<file path="src/rtl/pic_pkg.sv">
// Shared constants, opcode encodings and control-flow decode for the PIC16-style fetch path.
package pic_pkg;

  localparam int ADDR_W  = 11;
  localparam int INSTR_W = 14;

  localparam logic [13:0] OP_GOTO_MASK  = 14'h3800;
  localparam logic [13:0] OP_GOTO       = 14'h2800;
  localparam logic [13:0] OP_CALL_MASK  = 14'h3800;
  localparam logic [13:0] OP_CALL       = 14'h2000;
  localparam logic [13:0] OP_RETURN     = 14'h0008;
  localparam logic [13:0] OP_RETLW_MASK = 14'h3C00;
  localparam logic [13:0] OP_RETLW      = 14'h3400;
  localparam logic [13:0] NOP           = 14'h0000;

  typedef enum logic [2:0] {
    CF_NONE,
    CF_GOTO,
    CF_CALL,
    CF_RET,
    CF_RETLW
  } cf_e;

  function automatic cf_e decode_cf(input logic [INSTR_W-1:0] instr);
    cf_e cf;
    cf = CF_NONE;
    if ((instr & OP_GOTO_MASK) == OP_GOTO)         cf = CF_GOTO;
    else if ((instr & OP_CALL_MASK) == OP_CALL)    cf = CF_CALL;
    else if ((instr & OP_RETLW_MASK) == OP_RETLW)  cf = CF_RETLW;
    else if (instr == OP_RETURN)                   cf = CF_RET;
    return cf;
  endfunction

endpackage

</file>
<file path="src/rtl/pic_hw_stack.sv">
// Circular return-address stack: a push on a full stack overwrites the oldest entry,
// a pop on an empty one still returns the wrapped entry; both raise sticky flags.
module pic_hw_stack #(
  parameter int ADDR_W = 11,
  parameter int DEPTH  = 8
) (
  input  logic              clk,
  input  logic              rst,
  input  logic              push,
  input  logic              pop,
  input  logic [ADDR_W-1:0] push_data,
  output logic [ADDR_W-1:0] pop_data,
  output logic              ovf,
  output logic              unf
);

  localparam int PTR_W = $clog2(DEPTH);
  localparam int CNT_W = PTR_W + 1;
  localparam logic [PTR_W-1:0] PTR_ONE = 1;
  localparam logic [CNT_W-1:0] CNT_ONE = 1;
  localparam logic [CNT_W-1:0] CNT_MAX = CNT_W'(DEPTH);

  logic [ADDR_W-1:0] mem [DEPTH];
  logic [PTR_W-1:0]  sp;
  logic [PTR_W-1:0]  sp_m1;
  logic [CNT_W-1:0]  count;

  assign sp_m1    = sp - PTR_ONE;
  assign pop_data = mem[sp_m1];

  always_ff @(posedge clk) begin
    if (push) mem[sp] <= push_data;
  end

  always_ff @(posedge clk) begin
    if (rst) begin
      sp    <= '0;
      count <= '0;
      ovf   <= 1'b0;
      unf   <= 1'b0;
    end else if (push) begin
      sp <= sp + PTR_ONE;
      // count saturates; the live window slides over the oldest entry
      if (count == CNT_MAX) ovf <= 1'b1;
      else                  count <= count + CNT_ONE;
    end else if (pop) begin
      sp <= sp_m1;
      if (count == '0) unf <= 1'b1;
      else             count <= count - CNT_ONE;
    end
  end

endmodule

</file>
<file path="src/rtl/pic_fetch_sequencer.sv">
// PC / instruction-register controller for the 2K x 14 program ROM; one-cycle fetch,
// taken branches and skips flush the fetch slot, stall freezes everything.
module pic_fetch_sequencer #(
  parameter int ADDR_W      = pic_pkg::ADDR_W,
  parameter int INSTR_W     = pic_pkg::INSTR_W,
  parameter int STACK_DEPTH = 8
) (
  input  logic               clk,
  input  logic               rst,
  output logic [ADDR_W-1:0]  rom_addr,
  input  logic [INSTR_W-1:0] rom_data,
  input  logic               stall,
  input  logic               skip,
  output logic [INSTR_W-1:0] ir,
  output logic               ir_valid,
  output logic [ADDR_W-1:0]  ir_pc,
  output logic               retlw_we,
  output logic [7:0]         retlw_lit,
  output logic               stk_ovf,
  output logic               stk_unf
);

  import pic_pkg::*;

  localparam logic [ADDR_W-1:0] PC_ONE = 1;

  logic [ADDR_W-1:0]  pc, pc_nxt, ir_pc_nxt, pop_data;
  logic [INSTR_W-1:0] ir_nxt;
  logic               ir_valid_nxt, retlw_we_nxt, push, pop;
  logic [7:0]         retlw_lit_nxt;
  cf_e                cf;

  assign rom_addr = pc;

  pic_hw_stack #(
    .ADDR_W (ADDR_W),
    .DEPTH  (STACK_DEPTH)
  ) u_stack (
    .clk       (clk),
    .rst       (rst),
    .push      (push),
    .pop       (pop),
    .push_data (pc),
    .pop_data  (pop_data),
    .ovf       (stk_ovf),
    .unf       (stk_unf)
  );

  always_comb begin
    cf            = ir_valid ? decode_cf(ir) : CF_NONE;
    pc_nxt        = pc;
    ir_nxt        = ir;
    ir_valid_nxt  = ir_valid;
    ir_pc_nxt     = ir_pc;
    retlw_we_nxt  = 1'b0;
    retlw_lit_nxt = retlw_lit;
    push          = 1'b0;
    pop           = 1'b0;
    if (!stall) begin
      // control flow in ir wins over skip; every taken branch flushes the fetch slot
      case (cf)
        CF_GOTO: begin
          pc_nxt       = ir[ADDR_W-1:0];
          ir_nxt       = NOP;
          ir_valid_nxt = 1'b0;
        end
        CF_CALL: begin
          push         = 1'b1;
          pc_nxt       = ir[ADDR_W-1:0];
          ir_nxt       = NOP;
          ir_valid_nxt = 1'b0;
        end
        CF_RET: begin
          pop          = 1'b1;
          pc_nxt       = pop_data;
          ir_nxt       = NOP;
          ir_valid_nxt = 1'b0;
        end
        CF_RETLW: begin
          pop           = 1'b1;
          pc_nxt        = pop_data;
          ir_nxt        = NOP;
          ir_valid_nxt  = 1'b0;
          retlw_we_nxt  = 1'b1;
          retlw_lit_nxt = ir[7:0];
        end
        default: begin
          pc_nxt       = pc + PC_ONE;
          ir_pc_nxt    = pc;
          ir_nxt       = skip ? NOP : rom_data;
          ir_valid_nxt = !skip;
        end
      endcase
    end
  end

  always_ff @(posedge clk) begin
    if (rst) begin
      pc        <= '0;
      ir        <= NOP;
      ir_valid  <= 1'b0;
      ir_pc     <= '0;
      retlw_we  <= 1'b0;
      retlw_lit <= '0;
    end else begin
      pc        <= pc_nxt;
      ir        <= ir_nxt;
      ir_valid  <= ir_valid_nxt;
      ir_pc     <= ir_pc_nxt;
      retlw_we  <= retlw_we_nxt;
      retlw_lit <= retlw_lit_nxt;
    end
  end

endmodule

</file>
<file path="config.mk">
export PLATFORM = sky130hd
export DESIGN_NAME = pic_fetch_sequencer
export DESIGN_NICKNAME = d
export VERILOG_FILES = /design/src/rtl/pic_pkg.sv /design/src/rtl/pic_hw_stack.sv /design/src/rtl/pic_fetch_sequencer.sv
export SDC_FILE = /design/constraint.sdc
export NUM_CORES = 1
export LEC_CHECK = 0
export BUFFER_PORTS_ARGS = -buffer_cell sky130_fd_sc_hd__buf_2
export CORE_MARGIN = 2
export CORE_UTILIZATION = 35
export CTS_CLUSTER_SIZE = 16
export DETAILED_ROUTE_END_ITERATION = 8
export GPL_TIMING_DRIVEN = 0
export MAX_ROUTING_LAYER = met4
export PLACE_DENSITY = 0.6
export SLEW_MARGIN = 20
export SYNTH_ARGS = -nofsm -noshare
export SYNTH_HDL_FRONTEND = slang
export SYNTH_SLANG_ARGS = --single-unit
export TNS_END_PERCENT = 50
</file>
<file path="constraint.sdc">
create_clock -name clk -period 2.5 [get_ports clk]
set_input_delay 0.125 -clock clk [delete_from_list [all_inputs] [get_ports clk]]
set_output_delay 0.125 -clock clk [all_outputs]
set_load 0.01 [all_outputs]
</file>
==> out/metrics.csv, run 1 <==
metric;value;unit
status;complete, no violations;
dpl hpwl;10000;um
CTS tree;yes;
clock sinks;143;
clk slew on worst S/H paths;0.06;ns
CP max FO;7;
Post-synth EDFFs;88;
ANT cells;0;
Int Power;4100;uW
root buffer cell;clkbuf_16;
area occupied by multi-input gates;2050;sq um
WS Path Type;reg -> reg;
crit path time final;2.41;ns
FFs w/ async S/R, synth;0;%
most common cell in the netlist;edfxtp_1;
worst slew pin tran;0.850;ns
DRT iter0 DRCs;327;
Pwr Density;707;nW/um^2
register area share after synthesis;63.6;%
Final Skew;0.00607;ns
Sw Ratio;22.3;%
Synth cell types;53;
H-Tree Level Count;4;
share of power burned in registers;48.7;%
HP Class;in -> reg;
PortBufs;63;
DRC violations left;0;
Syn Nets;442;
leading register cell type out of synthesis;edfxtp_1;
Synth Instances;418;
Max Clk Rate;415;MHz
Worst Hold Depth;3;
Die Span Y;134;um
pre-CTS WS;-1.08;ns
Syn Area/Cell;14.1;sq um
Rel. slew slack;43.3;%
final number of max-transition violations;0;
net load switching power;1180;uW
number of CTS-inserted buffers;17;
Worst Hold Launch;skip;
first-pass GRT wire length;23100;um
min setup slack post-route;0.0908;ns
r2r setup slk;0.09;ns
vias in the first global route;3996;
part of the cycle the worst path needs;96.4;%
setup-violating endpoint count in the final report;0;
grt total ovfl;0;
Worst-Skew Late Latency;0.42;ns
Vias/cell;5.32;
worst reg2reg path startpoint;u_stack.sp[1];
Reg2Reg Depth;8;
initial antenna violation count;0;
Final #Nets;556;
PnR Total Power;5270;uW
Hold Path End;ir[1];
Critical Path Source Type;register;
RSZ-0062 raised after global routing;yes;
Fillers;1451;
register area;3750;sq um
drt first pass iters;5;
post-synth design cell area;5880;sq um
pin count of the biggest net entering global routing;17;
Total Routing Usage GR;17.8;%
LEAKAGE;0.00279;uW
GPL Wtd Cong;0.805;
top cells by count, synth;edfxtp_1 (88), dfxtp_1 (55), nor2_1 (27);
Avg WL per Cell;19.2;um
CORE AREA;16500;sq um
die footprint;17900;sq um
flop and latch count out of synthesis;143;
initial core utilization;35.6;%
DIE WIDTH;134;um
row count;47;
Synth area leaders;edfxtp_1 (45%), dfxtp_1 (19%), mux4_2 (5.7%), mux4_1 (2.7%), mux2i_1 (2.4%);
reg2reg end;rom_addr[4];
arrival time at the worst endpoint;2.70;ns
Critical Path End Type;register;
Post-DRT Antenna Nets;0;
Synth Warn #;0;
I/O pin count;66;
logic gate share of total power;3.9;%
post-synth top area cell;edfxtp_1;
Total Routed Length;14700;um
Fin. Hold Viols;0;
max-cap violation count;0;
CP required;2.79;ns
Worst IR Drop VDD;0.487;mV
Longest Clk Path Bufs;2;
Clock Power Share;47.4;%
fraction of layout cells with a size suffix above 1;31.4;%
via count;4072;
top cell type's share of synthesized area;44.9;%
area grow syn2layout;26.8;%
registers in the layout (all words and copies together) (netlist names):
name / flops
ir: 14
retlw_we: 1
u_stack.count: 4
u_stack.ovf: 1
retlw_lit: 8
u_stack.unf: 1
ir_pc: 11
ir_valid: 1
u_stack.mem: 88
u_stack.sp: 3
rom_addr: 11
cells by family after synthesis:
logic type,synth area share (%)
and+or+nand+nor,7.97
buffers and inverters,2.85
adders and majority gates,1.40
xor gates and xnor gates,1.51
muxes,12.7
AOI/OAI and AO/OA,9.93
DFF,63.6
layout by cell type, fill, tap and decap left out, drive strengths merged, types with 3 or more instances in the layout:
cell         instances
buf                 90
edfxtp              88
dfxtp               55
clkbuf              31
nor2                27
a21oi               25
nand2               24
mux4                21
inv                 20
mux2i               14
a22o                14
dlygate4sd3         14
o21ai               12
a221oi              11
mux2                10
nor3                10
nand3                7
nor4                 7
xnor2                6
ha                   5
clkinvlp             5
clkinv               4
a22oi                3
a31oi                3
o32ai                3
a21o                 3
nor3b                3
power by group through the flow:
stage | clock network, uW | registers, uW | logic [uW]
after floorplan | 0 | 2610 | 103
after global placement | 0 | 2620 | 176
after detailed placement | 0 | 2620 | 181
after CTS | 2520 | 2570 | 204
after global routing | 2640 | 2570 | 223
final | 2500 | 2570 | 207
worst max-delay path by stage:
stage	startpoint	endpoint	slack, ns
after floorplan	ir_valid	u_stack.mem[0][0]	-0.18
after global placement	ir_valid	u_stack.mem[0][7]	-1.42
after detailed placement	u_stack.sp[0]	rom_addr[10]	-1.08
after CTS	u_stack.sp[0]	rom_addr[4]	0.04
after global routing	ir[12]	u_stack.count[3]	-0.03
final	u_stack.sp[1]	rom_addr[4]	0.09
what timing repair did:
action	4_1_cts	5_1_grt
pin swaps	1	2
gates resized for setup	19	6
endpoints found under the setup margin	23	9
hold endpoints to repair	14	0
setup buffers	5	3
hold buffers	14	0
layout make-up:
type / instances / share of cell area (%)
Buffer: 22 / 1.86
Clock buffer: 17 / 5.70
Clock inverter: 15 / 2.15
Inverter: 16 / 0.973
Multi-Input combinational cell: 236 / 27.4
Sequential cell: 143 / 50.2
Tap cell: 220 / 3.69
Timing Repair Buffer: 96 / 7.98
metrics by stage:
step                TNS, ns  instance area [sq um]  hold slack [ns]  std cells  util, %
CTS                       0                   7420            0.125        762     44.9
detailed placement   -11.24                   6590            0.346        712     39.9
global placement     -88.84                   6470            0.343        701     39.2
floorplan             -6.79                   5880            0.258        418        -
global route        -0.0272                   7460            0.127        765     45.2
finish                    0                   7460            0.133        765     45.2
worst max-delay path, stage by stage, from the launching register on:
cell and delay (ns):
dfxtp_2 0.44, inv_1 0.16, ha_4 0.21, xor2_4 0.15
buf_6 0.13, mux4_1 0.53, mux2_2 0.29, a222oi_1 0.25
o32ai_1 0.12
per-layer routing:
metal | up-vias | GRT usage [%] | wire [um]
met5 | - | - | 0
met4 | 0 | 6.86 | 373
met3 | 26 | 3.88 | 554
met2 | 115 | 28.8 | 7510
met1 | 2069 | 22.0 | 6250
li1 | 1862 | - | -
Note: power is estimated with default switching activity, not from simulation.
==> run 2, diff against run 1 <==
CORE_ASPECT_RATIO = 1.25   (was unset)
==> out/metrics.csv, run 2 (synthesized netlist as in run 1, its figures left out) <==
metric;value;unit;change
Met2 Wirelength;7660;um;+1.9%
GPL Wtd Cong;0.831;;+3.2%
setup-violating endpoint count in the final report;0;;unchanged
max-cap violation count;0;;unchanged
largest registers;u_stack.mem x88, ir x14;;
DRT iter0 DRCs;254;;-22%
dpl hpwl;10000;um;-0.33%
setup TNS;0;ns;unchanged
area grow syn2layout;26.3;%;
Final #Nets;551;;-0.90%
most frequent cells in the layout;edfxtp_1 (88), buf_2 (67), dfxtp_1 (51);;
die footprint;17900;sq um;about the same
highest routed layer;met4;;
Largest Register;u_stack.mem;;
Total Routing Usage GR;17.5;%;-0.30 points
pin count of the biggest net entering global routing;17;;unchanged
net load switching power;1110;uW;-5.4%
fraction of layout cells with a size suffix above 1;31.5;%;+0.11 points
Worst IR Drop VDD;0.301;mV;-38%
Int Power;4190;uW;+2.4%
status;complete, no violations;;
max reg flops;88;;unchanged
worst slew pin tran;0.760;ns;-0.0899 ns
number of CTS-inserted buffers;17;;unchanged
PortBufs;63;;unchanged
Post-DRT Antenna Nets;0;;unchanged
clk slew on worst S/H paths;0.06;ns;about the same
Worst-Skew Late Latency;0.42;ns;about the same
Max Clk Rate;411;MHz;-0.88%
Final Util;44.6;%;-0.51 points
clock sinks;143;;unchanged
wl on met1;6210;um;-0.70%
DIE WIDTH;120;um;-10%
Sw Ratio;21.0;%;-1.4 points
WS Path Type;reg -> reg;;
CORE AREA;16600;sq um;+0.73%
Fin. Hold Viols;0;;unchanged
Final Skew;0.0129;ns;+0.00681 ns
ANT cells;0;;unchanged
Pwr Density;715;nW/um^2;+1.1%
met3 routed WL;638;um;+15%
Critical Path Source Type;register;;
LEAKAGE;0.00278;uW;about the same
initial core utilization;35.4;%;-0.26 points
via count;4026;;-1.1%
Die Span Y;149;um;+11%
Critical Path End Type;register;;
I/O pin count;66;;unchanged
first-pass GRT wire length;22700;um;-1.8%
Avg WL per Cell;19.4;um;+0.85%
Longest Clk Path Bufs;2;;unchanged
most common library cell in the layout ignoring fill and taps;edfxtp_1;;
share of power burned in registers;48.4;%;-0.3 points
vias in the first global route;4098;;+2.6%
DRC violations left;0;;unchanged
Total Routed Length;14700;um;+0.19%
drt first pass iters;4;;-1
final number of max-transition violations;0;;unchanged
root buffer cell;clkbuf_16;;
initial antenna violation count;0;;unchanged
HP Class;in -> reg;;
crit path time final;2.43;ns;+0.0214 ns
H-Tree Level Count;4;;unchanged
logic gate share of total power;3.8;%;about the same
CP required;2.79;ns;about the same
arrival time at the worst endpoint;2.72;ns;+0.02 ns
PnR Total Power;5310;uW;+0.68%
grt total ovfl;0;;unchanged
Fillers;1482;;+2.1%
Clock Power Share;47.8;%;+0.4 points
CP max FO;7;;unchanged
Vias/cell;5.30;;-0.48%
CTS tree;yes;;
Rel. slew slack;49.3;%;+6.0 points
part of the cycle the worst path needs;97.2;%;+0.86 points
row count;53;;+13%
[run 2: changes by cell type in the layout (fill, tap and decap cells not counted), moves of 2 or more]
cell | before | now
mux2_4 | 0 | 2
buf_2 | 69 | 67
buf_4 | 16 | 12
mux4_1 | 6 | 2
clkinv_2 | 2 | 7
mux4_2 | 15 | 19
inv_6 | 4 | 0
mux2_2 | 10 | 8
clkinvlp_4 | 4 | 0
[run 2: path summary, 6_finish.rpt]
kind	start	end	slack, ns	cells past startpoint
setup reg to reg	u_stack.sp[0]	rom_addr[4]	0.07	10
setup / recovery	u_stack.sp[0]	rom_addr[4]	0.07	10
hold / removal	skip	ir[2]	0.12	3
hold reg to reg	retlw_lit[0]	retlw_lit[0]	0.47	2
[run 2: per-stage QoR]
stage / setup WS [ns] / hold WS (ns) / instances / instance area [sq um]
final: 0.0694 / 0.119 / 760 / 7430
after detailed placement: -0.936 / 0.346 / 711 / 6590
after global placement: -1.43 / 0.340 / 701 / 6470
after floorplan: -0.181 / 0.258 / 418 / 5880
after global routing: -0.00651 / 0.111 / 760 / 7430
after CTS: 0.00137 / 0.104 / 759 / 7410
[run 2: critical path: stages (launching register included)]
cell and delay (ns):
dfxtp_2 0.33, buf_6 0.12, buf_12 0.12, clkinv_8 0.07, ha_4 0.15, xor2_4 0.21
buf_12 0.14, mux4_2 0.49, mux2_4 0.29, a222oi_1 0.23, o32ai_1 0.14
[run 2: metal layers]
| metal | vias to the layer above | global-route usage (%) |
|---|---|---|
| li1 | 1843 | - |
| met1 | 2037 | 20.4 |
| met2 | 131 | 29.1 |
| met3 | 15 | 4.47 |
| met4 | 0 | 6.65 |
| met5 | - | - |
[run 2: repair_timing]
action / in CTS / in global routing
cloned: 0 / 0
endpoints found under the setup margin: 21 / 20
gates resized for setup: 18 / 14
hold buffers: 14 / 0
hold endpoints to repair: 14 / 0
pin swaps: 3 / 4
buffers inserted: 3 / 1
[run 2: cell type report]
type / count / area [sq um] / share of cell area (%)
clock buffer: 19 / 443 / 5.96
timing repair buffer: 91 / 576 / 7.75
inverter: 16 / 75.1 / 1.01
sequential: 143 / 3750 / 50.5
buffer: 22 / 133 / 1.79
clock inverter: 13 / 146 / 1.97
multi-input combinational: 236 / 2030 / 27.4
tap: 220 / 275 / 3.70
[run 2: power groups by stage]
stage          Sequential [uW]  Combinational, uW  Clock (uW)
2_1_floorplan             2610                103           0
3_3_place_gp              2620                175           0
3_5_place_dp              2620                178           0
4_1_cts                   2570                200        2570
5_1_grt                   2570                221        2670
6_report                  2570                204        2540
==> run 3, diff against run 2 <==
SYNTH_HIERARCHICAL = 1   (was unset)
==> out/metrics.csv, run 3 <==
metric;value;unit;change
status;complete, no violations;;
Synth cell types;60;;+13%
PnR Total Power;5360;uW;+0.95%
Total Routed Length;14600;um;-0.52%
CP required;2.79;ns;about the same
logic gate share of total power;3.7;%;about the same
Worst IR Drop VDD;0.499;mV;+66%
CTS tree;yes;;
min setup slack post-route;0.100;ns;+0.0310 ns
Total Routing Usage GR;16.9;%;-0.57 points
Largest Register;u_stack/mem;;
register area share after synthesis;61.3;%;-2.3 points
Longest Clk Path Bufs;2;;unchanged
H-Tree Level Count;4;;unchanged
Final Util;44.8;%;+0.21 points
most used cell, CP;buf_6;;
Vias/cell;5.10;;-3.7%
ANT cells;0;;unchanged
I/O pin count;66;;unchanged
post-synth top area cell;edfxtp_1;;
Pwr Density;691;nW/um^2;-3.3%
pre-CTS WS;-0.917;ns;+0.0193 ns
most frequent cells in the layout;edfxtp_1 (88), buf_2 (66), dfxtp_1 (53);;
Final #Nets;573;;+4.0%
setup-violating endpoint count in the final report;0;;unchanged
leading register cell type out of synthesis;edfxtp_1;;
share of power burned in registers;47.2;%;-1.2 points
WS Path Type;reg -> reg;;
part of the cycle the worst path needs;96.0;%;-1.2 points
Final Skew;0.00638;ns;-0.00650 ns
fraction of layout cells with a size suffix above 1;33.6;%;+2.1 points
Int Power;4310;uW;+2.8%
largest registers;u_stack/mem x88, ir x14;;
drt first pass iters;5;;+1
PortBufs;65;;+3.2%
Sw Ratio;19.6;%;-1.4 points
CP max FO;8;;+1
post-synth design cell area;6110;sq um;+3.8%
worst slew pin tran;0.756;ns;-0.00458 ns
clock sinks;143;;unchanged
area grow syn2layout;27.0;%;
Syn Nets;457;;+3.4%
DIE WIDTH;122;um;+1.8%
Post-synth EDFFs;88;;unchanged
most common library cell in the layout ignoring fill and taps;edfxtp_1;;
Synth Warn #;6;;+6
FFs w/ async S/R, synth;0;%;unchanged
initial core utilization;35.3;%;-0.038 points
pin count of the biggest net entering global routing;17;;unchanged
Synth area leaders;edfxtp_1 (43%), dfxtp_1 (18%), mux4_2 (6.6%), mux2i_1 (3.1%), nor2_1 (2.5%);;
final number of max-transition violations;0;;unchanged
vias in the first global route;4069;;-0.71%
RSZ-0062 raised after global routing;yes;;
max-cap violation count;0;;unchanged
number of CTS-inserted buffers;17;;unchanged
max reg flops;88;;unchanged
Clock Power Share;49.1;%;+1.3 points
GPL Wtd Cong;0.861;;+3.6%
max incr delay on CP;0.39;ns;-0.10 ns
most common cell in the netlist;edfxtp_1;;
Avg WL per Cell;18.6;um;-3.8%
Fin. Hold Viols;0;;unchanged
flop and latch count out of synthesis;143;;unchanged
crit-path cells;nand2b_1, buf_6, nor4_4, buf_6, inv_1, ha_1, a21o_1, a21oi_2, mux4_2, nor2b_1;;
Rel. slew slack;49.6;%;+0.31 points
Syn Area/Cell;14.1;sq um;+0.21%
CORE AREA;17300;sq um;+3.9%
DRC violations left;0;;unchanged
Worst-Skew Late Latency;0.42;ns;about the same
die footprint;18500;sq um;+3.7%
net load switching power;1050;uW;-5.8%
crit path time final;2.40;ns;-0.0310 ns
via count;4010;;-0.40%
Synth Instances;433;;+3.6%
initial antenna violation count;0;;unchanged
DRT iter0 DRCs;180;;-29%
row count;54;;+1.9%
arrival time at the worst endpoint;2.69;ns;-0.03 ns
top cell type's share of synthesized area;43.3;%;-1.6 points
LEAKAGE;0.00271;uW;-2.8%
top cells by count, synth;edfxtp_1 (88), dfxtp_1 (55), nor2_1 (40);;
Critical Path Source Type;register;;
Max Clk Rate;417;MHz;+1.3%
HP Class;in -> reg;;
dpl hpwl;10000;um;about the same
Slowest cell on crit path;dfxtp_4;;
Die Span Y;152;um;+1.8%
root buffer cell;clkbuf_16;;
Post-DRT Antenna Nets;0;;unchanged
Critical Path End Type;register;;
grt total ovfl;0;;unchanged
clk slew on worst S/H paths;0.06;ns;about the same
first-pass GRT wire length;22300;um;-1.6%
## run 3: cell types whose count changed after synthesis, moves of 5 or more
cell,delta
nor2_1,+13
clkbuf_1,-6
nor4_1,-5
mux2i_1,+5
nand2_1,+6
a221oi_1,-11
inv_1,-9
o21ai_0,-5
nand3b_1,+13
nor3_1,-5
nand2b_1,+5
a22o_1,-7
buf_6,+5
xor2_1,+5
## run 3: layer usage
metal / up-vias / global-route usage [%] / routed length (um)
li1: 1873 / - / -
met5: - / - / 0
met4: 0 / 6.78 / 374
met3: 27 / 4.23 / 601
met2: 116 / 29.2 / 7590
met1: 1994 / 18.8 / 6080
## run 3: metrics by stage
stage          cell area, sq um  setup TNS (ns)  cells  hold WS [ns]
2_1_floorplan              6110           -3.92    433         0.289
3_3_place_gp               6710          -87.53    722         0.400
4_1_cts                    7670               0    778         0.190
5_1_grt                    7760          -0.701    786         0.223
6_report                   7760               0    786         0.211
3_5_place_dp               6750          -67.89    724         0.406
## run 3: timing repair
| action | in CTS | in global routing |
|---|---|---|
| cloned | 0 | 0 |
| resized for setup | 24 | 9 |
| hold endpoints to repair | 14 | 0 |
| setup buffers | 9 | 8 |
| setup endpoints to repair | 103 | 85 |
| hold buffers | 14 | 0 |
| pin swaps | 2 | 2 |
## run 3: cell type report
cell class / count / area [sq um]
Inverter: 7 / 26.3
Sequential cell: 143 / 3750
Fill cell: 1584 / 9540
Buffer: 23 / 211
Timing Repair Buffer: 98 / 616
Clock inverter: 10 / 161
Multi-Input combinational cell: 259 / 2250
Tap cell: 224 / 280
Clock buffer: 22 / 464
## run 3: critical path: cells and delay by family, from the launching register on
family / cells / cell delay (ns)
and+or+nand+nor: 3 / 0.54
adders and majority gates: 1 / 0.29
DFF: 1 / 0.39
AOI/OAI and AO/OA: 2 / 0.36
buffers and inverters: 3 / 0.39
muxes: 1 / 0.29
## run 3: logic make-up after synthesis
family | synth area share [%]
AOI/OAI and AO/OA | 6.53
xor gates and xnor gates | 1.86
adders and majority gates | 1.35
buffers and inverters | 3.09
DFF | 61.3
muxes | 14.0
and+or+nand+nor | 11.9
## run 3: power groups by stage
stage,logic (uW),registers (uW),clock network [uW]
global placement,167,2580,0
detailed placement,170,2580,0
CTS,194,2530,2680
finish,198,2530,2630
global route,214,2530,2760
floorplan,103,2570,0
## run 3: path summary, 6_finish.rpt
path                    start                to  slack, ns  cells past startpoint
setup reg to reg     ir_valid  u_stack/count[3]       0.10                     10
hold / removal            rst       rom_addr[9]       0.21                      3
hold reg to reg   u_stack/ovf       u_stack/ovf       0.47                      2
setup / recovery     ir_valid  u_stack/count[3]       0.10                     10
